File: src/rtl/seq_detect_if.sv
// Bus between the control plane / serial source and seq_detect_ctrl.
// The master drives config, run control and serial data; the slave returns status.
interface seq_detect_if #(
    parameter int PAT_W = 5,
    parameter int CNT_W = 8
);
    localparam int LEN_W = $clog2(PAT_W + 1);

    logic             cfg_we;
    logic [PAT_W-1:0] cfg_pattern;
    logic [LEN_W-1:0] cfg_len;
    logic             cfg_overlap;
    logic             start;
    logic             stop;
    logic             x;
    logic             x_valid;
    logic             busy;
    logic             match;
    logic [CNT_W-1:0] match_count;
    logic             count_sat;
    logic             cfg_err;

    modport master (
        output cfg_we, cfg_pattern, cfg_len, cfg_overlap, start, stop, x, x_valid,
        input  busy, match, match_count, count_sat, cfg_err
    );

    modport slave (
        input  cfg_we, cfg_pattern, cfg_len, cfg_overlap, start, stop, x, x_valid,
        output busy, match, match_count, count_sat, cfg_err
    );
endinterface

File: src/rtl/seq_detect_ctrl.sv
// Programmable serial-pattern detector: IDLE/RUN controller, runtime pattern
// config, overlap/non-overlap matching and a saturating match counter.
module seq_detect_ctrl #(
    parameter int PAT_W = 5,
    parameter int CNT_W = 8
) (
    input  logic         clk,
    input  logic         rst,
    seq_detect_if.slave  io
);
    localparam int LEN_W = $clog2(PAT_W + 1);
    localparam logic [PAT_W-1:0] RST_PAT = PAT_W'(5'b11101);
    localparam logic [LEN_W-1:0] RST_LEN = LEN_W'((PAT_W < 5) ? PAT_W : 5);

    typedef enum logic {S_IDLE, S_RUN} state_t;

    state_t           r_state;
    logic [PAT_W-1:0] r_pattern;
    logic [LEN_W-1:0] r_len;
    logic             r_overlap;
    logic [PAT_W-1:0] r_hist;
    logic [LEN_W-1:0] r_fill;
    logic             r_busy;
    logic             r_match;
    logic [CNT_W-1:0] r_count;
    logic             r_sat;
    logic             r_cfg_err;

    logic [PAT_W-1:0] w_window;
    logic [PAT_W-1:0] w_mask;
    logic [LEN_W:0]   w_fill_inc;
    logic [LEN_W-1:0] w_fill_next;
    logic             w_len_ok;
    logic             w_hit;

    // Newest bit sits at bit 0, so pattern bit [len-1] lines up with the oldest bit.
    generate
        if (PAT_W == 1) begin : g_win1
            assign w_window = io.x;
        end else begin : g_winn
            assign w_window = {r_hist[PAT_W-2:0], io.x};
        end
    endgenerate

    assign w_mask      = ~({PAT_W{1'b1}} << r_len);
    assign w_fill_inc  = {1'b0, r_fill} + (LEN_W+1)'(1);
    assign w_fill_next = (w_fill_inc > {1'b0, r_len}) ? r_len : w_fill_inc[LEN_W-1:0];
    assign w_len_ok    = (io.cfg_len != '0) && (32'(io.cfg_len) <= 32'(PAT_W));
    assign w_hit       = (w_fill_inc >= {1'b0, r_len}) &&
                         ((w_window & w_mask) == (r_pattern & w_mask));

    always_ff @(posedge clk) begin
        if (rst) begin
            r_state   <= S_IDLE;
            r_pattern <= RST_PAT;
            r_len     <= RST_LEN;
            r_overlap <= 1'b1;
            r_hist    <= '0;
            r_fill    <= '0;
            r_busy    <= 1'b0;
            r_match   <= 1'b0;
            r_count   <= '0;
            r_sat     <= 1'b0;
            r_cfg_err <= 1'b0;
        end else begin
            r_match   <= 1'b0;
            r_cfg_err <= 1'b0;
            case (r_state)
                S_IDLE: begin
                    if (io.cfg_we) begin
                        if (w_len_ok) begin
                            r_pattern <= io.cfg_pattern;
                            r_len     <= io.cfg_len;
                            r_overlap <= io.cfg_overlap;
                        end else begin
                            r_cfg_err <= 1'b1;
                        end
                    end
                    if (io.start) begin
                        r_state <= S_RUN;
                        r_busy  <= 1'b1;
                        r_hist  <= '0;
                        r_fill  <= '0;
                        r_count <= '0;
                        r_sat   <= 1'b0;
                    end
                end
                S_RUN: begin
                    if (io.cfg_we)
                        r_cfg_err <= 1'b1;
                    if (io.stop) begin
                        r_state <= S_IDLE;
                        r_busy  <= 1'b0;
                    end else if (io.x_valid) begin
                        r_hist <= w_window;
                        if (w_hit) begin
                            r_match <= 1'b1;
                            if (&r_count)
                                r_sat <= 1'b1;
                            else
                                r_count <= r_count + CNT_W'(1);
                            // Non-overlap forces a full fresh pattern before the next hit.
                            r_fill <= r_overlap ? r_len : '0;
                        end else begin
                            r_fill <= w_fill_next;
                        end
                    end
                end
                default: r_state <= S_IDLE;
            endcase
        end
    end

    assign io.busy        = r_busy;
    assign io.match       = r_match;
    assign io.match_count = r_count;
    assign io.count_sat   = r_sat;
    assign io.cfg_err     = r_cfg_err;
endmodule
File: src/flat_wrapper.sv
// flat-port wrapper written by rule: the top's interface ports become plain ports
module seq_detect_ctrl_flat 
#(
    parameter int PAT_W = 5,
    parameter int CNT_W = 8
)
  (clk, rst, io_cfg_we, io_cfg_pattern, io_cfg_len, io_cfg_overlap, io_start, io_stop, io_x, io_x_valid, io_busy, io_match, io_match_count, io_count_sat, io_cfg_err);
  seq_detect_if #(.PAT_W(PAT_W), .CNT_W(CNT_W)) io_i ();
  input  logic clk;
  input  logic rst;
  input wire logic [$bits(io_i.cfg_we)-1:0] io_cfg_we;
  input wire logic [$bits(io_i.cfg_pattern)-1:0] io_cfg_pattern;
  input wire logic [$bits(io_i.cfg_len)-1:0] io_cfg_len;
  input wire logic [$bits(io_i.cfg_overlap)-1:0] io_cfg_overlap;
  input wire logic [$bits(io_i.start)-1:0] io_start;
  input wire logic [$bits(io_i.stop)-1:0] io_stop;
  input wire logic [$bits(io_i.x)-1:0] io_x;
  input wire logic [$bits(io_i.x_valid)-1:0] io_x_valid;
  output wire logic [$bits(io_i.busy)-1:0] io_busy;
  output wire logic [$bits(io_i.match)-1:0] io_match;
  output wire logic [$bits(io_i.match_count)-1:0] io_match_count;
  output wire logic [$bits(io_i.count_sat)-1:0] io_count_sat;
  output wire logic [$bits(io_i.cfg_err)-1:0] io_cfg_err;
  assign io_i.cfg_we = io_cfg_we;
  assign io_i.cfg_pattern = io_cfg_pattern;
  assign io_i.cfg_len = io_cfg_len;
  assign io_i.cfg_overlap = io_cfg_overlap;
  assign io_i.start = io_start;
  assign io_i.stop = io_stop;
  assign io_i.x = io_x;
  assign io_i.x_valid = io_x_valid;
  assign io_busy = io_i.busy;
  assign io_match = io_i.match;
  assign io_match_count = io_i.match_count;
  assign io_count_sat = io_i.count_sat;
  assign io_cfg_err = io_i.cfg_err;
  seq_detect_ctrl #(.PAT_W(PAT_W), .CNT_W(CNT_W)) u_core (.clk(clk), .rst(rst), .io(io_i));
endmodule
File: config.mk
export PLATFORM = sky130hd
export DESIGN_NAME = seq_detect_ctrl_flat
export DESIGN_NICKNAME = d
export VERILOG_FILES = /design/src/rtl/seq_detect_if.sv /design/src/rtl/seq_detect_ctrl.sv /design/src/flat_wrapper.sv
export SDC_FILE = /design/constraint.sdc
export NUM_CORES = 1
export LEC_CHECK = 0
export ABC_AREA = 1
export ABC_CLOCK_PERIOD_IN_PS = 2460
export CORE_MARGIN = 5
export CORE_UTILIZATION = 52
export CTS_CLUSTER_DIAMETER = 50
export DETAILED_ROUTE_END_ITERATION = 8
export GPL_ROUTABILITY_DRIVEN = 0
export PLACE_DENSITY = 0.83
export RECOVER_POWER = 50
export SLEW_MARGIN = 40
export SYNTH_ARGS = -nofsm -noshare
export SYNTH_HDL_FRONTEND = slang
export SYNTH_SLANG_ARGS = --single-unit
File: constraint.sdc
create_clock -name clk -period 2.46 [get_ports clk]
set_clock_uncertainty 0.2 [all_clocks]
set_input_delay 0.246 -clock clk [delete_from_list [all_inputs] [get_ports clk]]
set_output_delay 0.246 -clock clk [all_outputs]
set_load 0.01 [all_outputs]
==> results of run 1 <==
-- routing by layer --
metal / vias to the layer above / GRT usage [%] / share of wire [%]
met5: - / 0 / 0
met4: 0 / 7.11 / 2.1
met3: 11 / 5.61 / 5.8
met2: 49 / 29.5 / 45
met1: 712 / 26.2 / 47
li1: 835 / - / -
-- report_power, final --
group / internal [W] / total (W) / switching, W / leakage [nW]
clock network: 0.000135 / 0.000297 / 0.000162 / 0.0314
logic: 0.0000678 / 0.000176 / 0.000108 / 0.626
registers: 0.000486 / 0.000500 / 0.0000140 / 0.236
-- through the flow --
stage / hold WS, ps / instance area (µm²) / cells / setup WS (ps) / utilization (%)
floorplan: 146 / 1640 / 237 / 482 / -
global placement: 244 / 1950 / 305 / 307 / 64.5
detailed placement: 250 / 1950 / 305 / 259 / 64.5
CTS: 263 / 2010 / 312 / 249 / 66.3
global route: 296 / 2000 / 312 / 29.9 / 66.0
finish: 254 / 2000 / 312 / 237 / 66.0
-- cells in the mapped netlist (2+ instances only) --
| master | number | area [µm²] |
|---|---|---|
| a21oi_1 | 16 | 80.1 |
| a21oi_2 | 2 | 17.5 |
| clkbuf_1 | 2 | 7.51 |
| dfxtp_1 | 29 | 581 |
| ha_1 | 5 | 62.6 |
| inv_1 | 27 | 101 |
| inv_2 | 3 | 11.3 |
| inv_4 | 2 | 12.5 |
| nand2_1 | 73 | 274 |
| nand2_2 | 3 | 18.8 |
| nand2_4 | 2 | 22.5 |
| nand3_1 | 21 | 105 |
| nand3_2 | 2 | 20.0 |
| nand4_1 | 9 | 56.3 |
| nor2_1 | 11 | 41.3 |
| nor2_2 | 4 | 25.0 |
| o211ai_1 | 4 | 30.0 |
| o21ai_0 | 3 | 15.0 |
| o32ai_1 | 2 | 17.5 |
| xor2_1 | 3 | 26.3 |
-- area by class of cell --
| class | instances | area [µm²] |
|---|---|---|
| Fill cell | 295 | 1030 |
| Multi-Input combinational cell | 171 | 901 |
| Sequential cell | 29 | 581 |
| Timing Repair Buffer | 29 | 282 |
| Inverter | 32 | 124 |
| Clock buffer | 7 | 55.1 |
| Tap cell | 44 | 55.1 |
-- cell families after synthesis --
logic type,after synthesis,share of synthesized area (%)
flip-flops,29,35.4
AO/OA/AOI/OAI,30,11.2
XOR/XNOR,4,2.14
AND/OR/NAND/NOR,132,38.1
buffers and inverters,37,9.31
adder cells (fa/ha/maj),5,3.82
-- sequential cells by signal (all words and copies together) (netlist names) --
register / count
u_core.r_overlap: 1
u_core.io.match: 1
u_core.r_state: 1
u_core.io.count_sat: 1
u_core.io.busy: 1
u_core.r_pattern: 5
u_core.r_len: 3
u_core.io.cfg_err: 1
u_core.r_hist: 4
u_core.io.match_count: 8
u_core.r_fill: 3
-- path summary, 6_finish.rpt --
path / start / endpoint / slack (ps) / depth (start not counted)
setup / recovery: u_core.r_fill[0] / u_core.io.match_count[0] / 240 / 11
hold / removal: u_core.io.count_sat / u_core.io.count_sat / 250 / 2
setup reg to reg: u_core.r_fill[0] / u_core.io.match_count[0] / 240 / 11
hold reg to reg: u_core.io.count_sat / u_core.io.count_sat / 250 / 2
-- critical path, cell delays in order (launching register included) --
cell,delay (ps)
dfxtp_1,380
ha_1,230
xnor2_1,180
inv_1,60
ha_1,300
nand3_1,110
nand3_2,150
nand3_4,150
nand2_4,80
nand2_4,120
nand2_1,70
a21oi_1,120
==> reports/results.ini, run 1 <==
[outcome]
status = complete, no violations

[job]
max-cap-violations = 0

[synth]
netlist_area_mm2 = 0.00164
synth_ff_type = dfxtp_1
syn_inst = 237
yosysSeqAreaShare_pct = 35.4
ys_seq_elements = 29
syn_nets = 258
avgSynthCellArea_um2 = 6.92
synth-edff-count = 0
ys_types = 34
ys.warnings.count = 0
synthArstFlopShare_pct = 0

[sta]
final_max_slew_viol_count = 0
fmax_ghz = 0.450
tightest_slew_ps = 812
grt_setup_unrepaired = no
final-hold-violation-count = 0
post-route-min-period_ps = 2220
setup_viol = 0
tns_ps = 0
relSlewSlack_pct = 45.8
finalCritPeriodShare_pct = 90.4

[route]
routedWlPerCell_um = 11.7
drt_first_pass_iters = 4
routed_via_density = 5.15
wirelength_mm = 3.66
post-route-drc-count = 0
drt_iter0_markers = 108
vias = 1607
antenna_left = 0

[floorplan]
chipWidth_um = 66.1
num_rows = 20
start_util_pct = 54.1
coreArea_mm2 = 0.00303
ios = 28
die_area_mm2 = 0.00438
die_h_um = 66.1

[placed_design]
io_buffers = 27
hpwl_mm = 2.75

[grt]
antenna_found_initial = 0
grtUsageTotal_pct = 19.5
grt_max_degree = 18
grt_pass1_wl_mm = 6.62
grt_overflow = 0
first_global_vias = 1506

[critical_path]
arrival_ps = 2280
critical_path.max_fanout = 8
critPathKind = reg2reg
start_kind = flop
worstPathRequired_ps = 2510
cp-end-kind = flop

[clocking]
cts_setup_buffers = 0
cts_tree = yes
worstSkewPairLatency_ps = 330
cts.sinks = 29
ctsResizeCount = 0
ctsRootBufferMaster = clkbuf_4
ctsHtreeMaxLevel = 2
clk_pin_slew_ps = 90
cts_hold_buf = 0
clk_path_buf_depth = 2
cts_made_buffers = 5

[pwr]
static-leakage-power_nw = 0.894
p_per_area_mw_per_mm2 = 487
vdd_drop_max_mv = 0.389
total_power_w = 0.000973

[finish]
synthToLayoutAreaGrowth_pct = 21.8
most-common-layout-cells = nand2_1, dfxtp_1, inv_1, nand3_1
final_common_cell = nand2_1
nets = 289
insertedDiodeCount = 0
drive_above_1_share_pct = 9.70

[hold_path]
hold_class = reg2reg

Power figures use the tool's default switching activity.
==> run 2, diff against run 1 <==
--- a/config.mk
+++ b/config.mk
@@ -6,13 +6,13 @@
 export NUM_CORES = 1
 export LEC_CHECK = 0
 export ABC_AREA = 1
-export ABC_CLOCK_PERIOD_IN_PS = 2460
+export ABC_CLOCK_PERIOD_IN_PS = 2350
 export CORE_MARGIN = 5
 export CORE_UTILIZATION = 52
 export CTS_CLUSTER_DIAMETER = 50
 export DETAILED_ROUTE_END_ITERATION = 8
 export GPL_ROUTABILITY_DRIVEN = 0
-export PLACE_DENSITY = 0.83
+export PLACE_DENSITY = 0.8
 export RECOVER_POWER = 50
 export SLEW_MARGIN = 40
 export SYNTH_ARGS = -nofsm -noshare
==> constraint.sdc (replaced) <==
create_clock -name clk -period 2.35 [get_ports clk]
set_clock_uncertainty 0.2 [all_clocks]
set_input_delay 0.235 -clock clk [delete_from_list [all_inputs] [get_ports clk]]
set_output_delay 0.235 -clock clk [all_outputs]
set_load 0.01 [all_outputs]
==> reports/results.ini, run 2 (same netlist as run 1, synthesis figures left out) <==
[outcome]
status = complete, no violations

[finish]
nets = 289
largest_reg_flops = 8
synthToLayoutAreaGrowth_pct = 22.7
final_common_cell = nand2_1
most-common-layout-cells = nand2_1, dfxtp_1, inv_1, nand3_1, a21oi_1
multi_input_area_um2 = 913
seq_area_um2 = 582
insertedDiodeCount = 0
fillers = 284
drive_above_1_share_pct = 10.4

[grt]
grt_overflow = 0
first_global_vias = 1356
grtUsageTotal_pct = 18.4
busiest_layer = met2
use_met2_pct = 28.1
grt_max_degree = 18
grt.met3_usage_pct = 4.25
antenna_found_initial = 0
grt_pass1_wl_mm = 6.11
globalRouteMet1Util_pct = 24.9

[clocking]
ctsRootBufferMaster = clkbuf_4
ctsResizeCount = 0
clk_pin_slew_ps = 90
cts_made_buffers = 5
cts.sinks = 29
cts_setup_buffers = 0
cts_hold_buf = 0
clk_path_buf_depth = 2
cts_tree = yes
ctsHtreeMaxLevel = 2
worstSkewPairLatency_ps = 330

[route]
antenna_left = 0
wirelength_mm = 3.65
vias = 1584
post-route-drc-count = 0
routed_via_density = 5.08
drt_iter0_markers = 103
drt_first_pass_iters = 4
routedWlPerCell_um = 11.7

[sta]
setup_viol = 0
grt_setup_unrepaired = no
fin_ws_ps = 202
tightest_slew_ps = 812
tns_ps = 0
final-hold-violation-count = 0
finalCritPeriodShare_pct = 91.4
final_max_slew_viol_count = 0
post-route-min-period_ps = 2150
relSlewSlack_pct = 45.9
fmax_ghz = 0.466

[critical_path]
worstPathRequired_ps = 2400
r2r_cells = 11
arrival_ps = 2200
critPathKind = reg2reg
regToRegSetupSlack_ps = 200
r2r_start = u_core.r_fill[0]
critical_path.max_fanout = 8
slowest_stage = dfxtp_2
cp_slowest_stage_delay_ps = 350
r2r_end = u_core.io.match_count[1]
crit_family = simple AND/OR/NAND/NOR gates
cp-end-kind = flop
start_kind = flop
cp_cell_sequence = ha_1 > xnor2_2 > inv_1 > ha_1 > nand3_1 > nand3_2 > nand3_4 > nand2_4 > nand2_4 > nand2_1 > a21oi_1
path_buf_inv = 1

[job]
max-cap-violations = 0

[placed_design]
place_ws_ps = 167
io_buffers = 27
hpwl_mm = 2.74

[pwr]
p_per_area_mw_per_mm2 = 509
vdd_drop_max_mv = 0.299
total_power_w = 0.00102
static-leakage-power_nw = 0.899

[floorplan]
die_area_mm2 = 0.00438
ios = 28
die_h_um = 66.1
coreArea_mm2 = 0.00303
num_rows = 20
chipWidth_um = 66.1
start_util_pct = 54.1

[hold_path]
hold_path_end = u_core.io.count_sat
hold_depth = 2
hold_class = reg2reg
hp-start = u_core.io.count_sat

-- run 2: report_power, final --
part,internal [W],switching (W)
clock,0.000141,0.000171
sequential,0.000509,0.0000144
combinational,0.0000711,0.000116
total,0.000721,0.000302
-- run 2: worst max path at each step --
| stage | cells past startpoint | slack [ps] | to | start |
|---|---|---|---|---|
| after floorplan | 11 | 370 | u_core.io.match_count[5] | u_core.r_fill[0] |
| after global placement | 10 | 190 | u_core.io.match_count[5] | u_core.r_fill[0] |
| after detailed placement | 7 | 170 | u_core.r_len[1] | io_cfg_len[2] |
| after CTS | 11 | 150 | u_core.io.match_count[1] | u_core.r_fill[0] |
| after global routing | 11 | 20 | u_core.io.match_count[4] | u_core.r_fill[0] |
| final | 11 | 200 | u_core.io.match_count[1] | u_core.r_fill[0] |
-- run 2: final cells by class --
type	instances	share of cell area (%)
Timing Repair Buffer	29	14.0
Clock buffer	7	2.74
Multi-Input combinational cell	171	45.4
Tap cell	44	2.74
Sequential cell	29	28.9
Inverter	32	6.16
-- run 2: per-stage QoR --
step / instances / instance area, µm² / util, % / hold WS [ps]
after floorplan: 237 / 1640 / - / 135
after detailed placement: 305 / 1950 / 64.5 / 246
final: 312 / 2010 / 66.4 / 253
after global routing: 312 / 2010 / 66.4 / 286
after CTS: 312 / 2010 / 66.3 / 259
after global placement: 305 / 1950 / 64.5 / 245
-- run 2: worst register-to-register path: cells and delay by family (launching register included) --
| family | cells | cell delay, ps |
|---|---|---|
| xor+xnor | 1 | 150 |
| fa+ha+maj | 2 | 520 |
| simple gates | 6 | 670 |
| flops | 1 | 350 |
| compound gates | 1 | 120 |
| buf+inv | 1 | 60 |
-- run 2: routing by layer --
layer | routed length (µm) | up-vias
li1 | - | 841
met1 | 1790 | 709
met2 | 1650 | 29
met5 | 0 | -
met3 | 163 | 5
met4 | 47 | 0
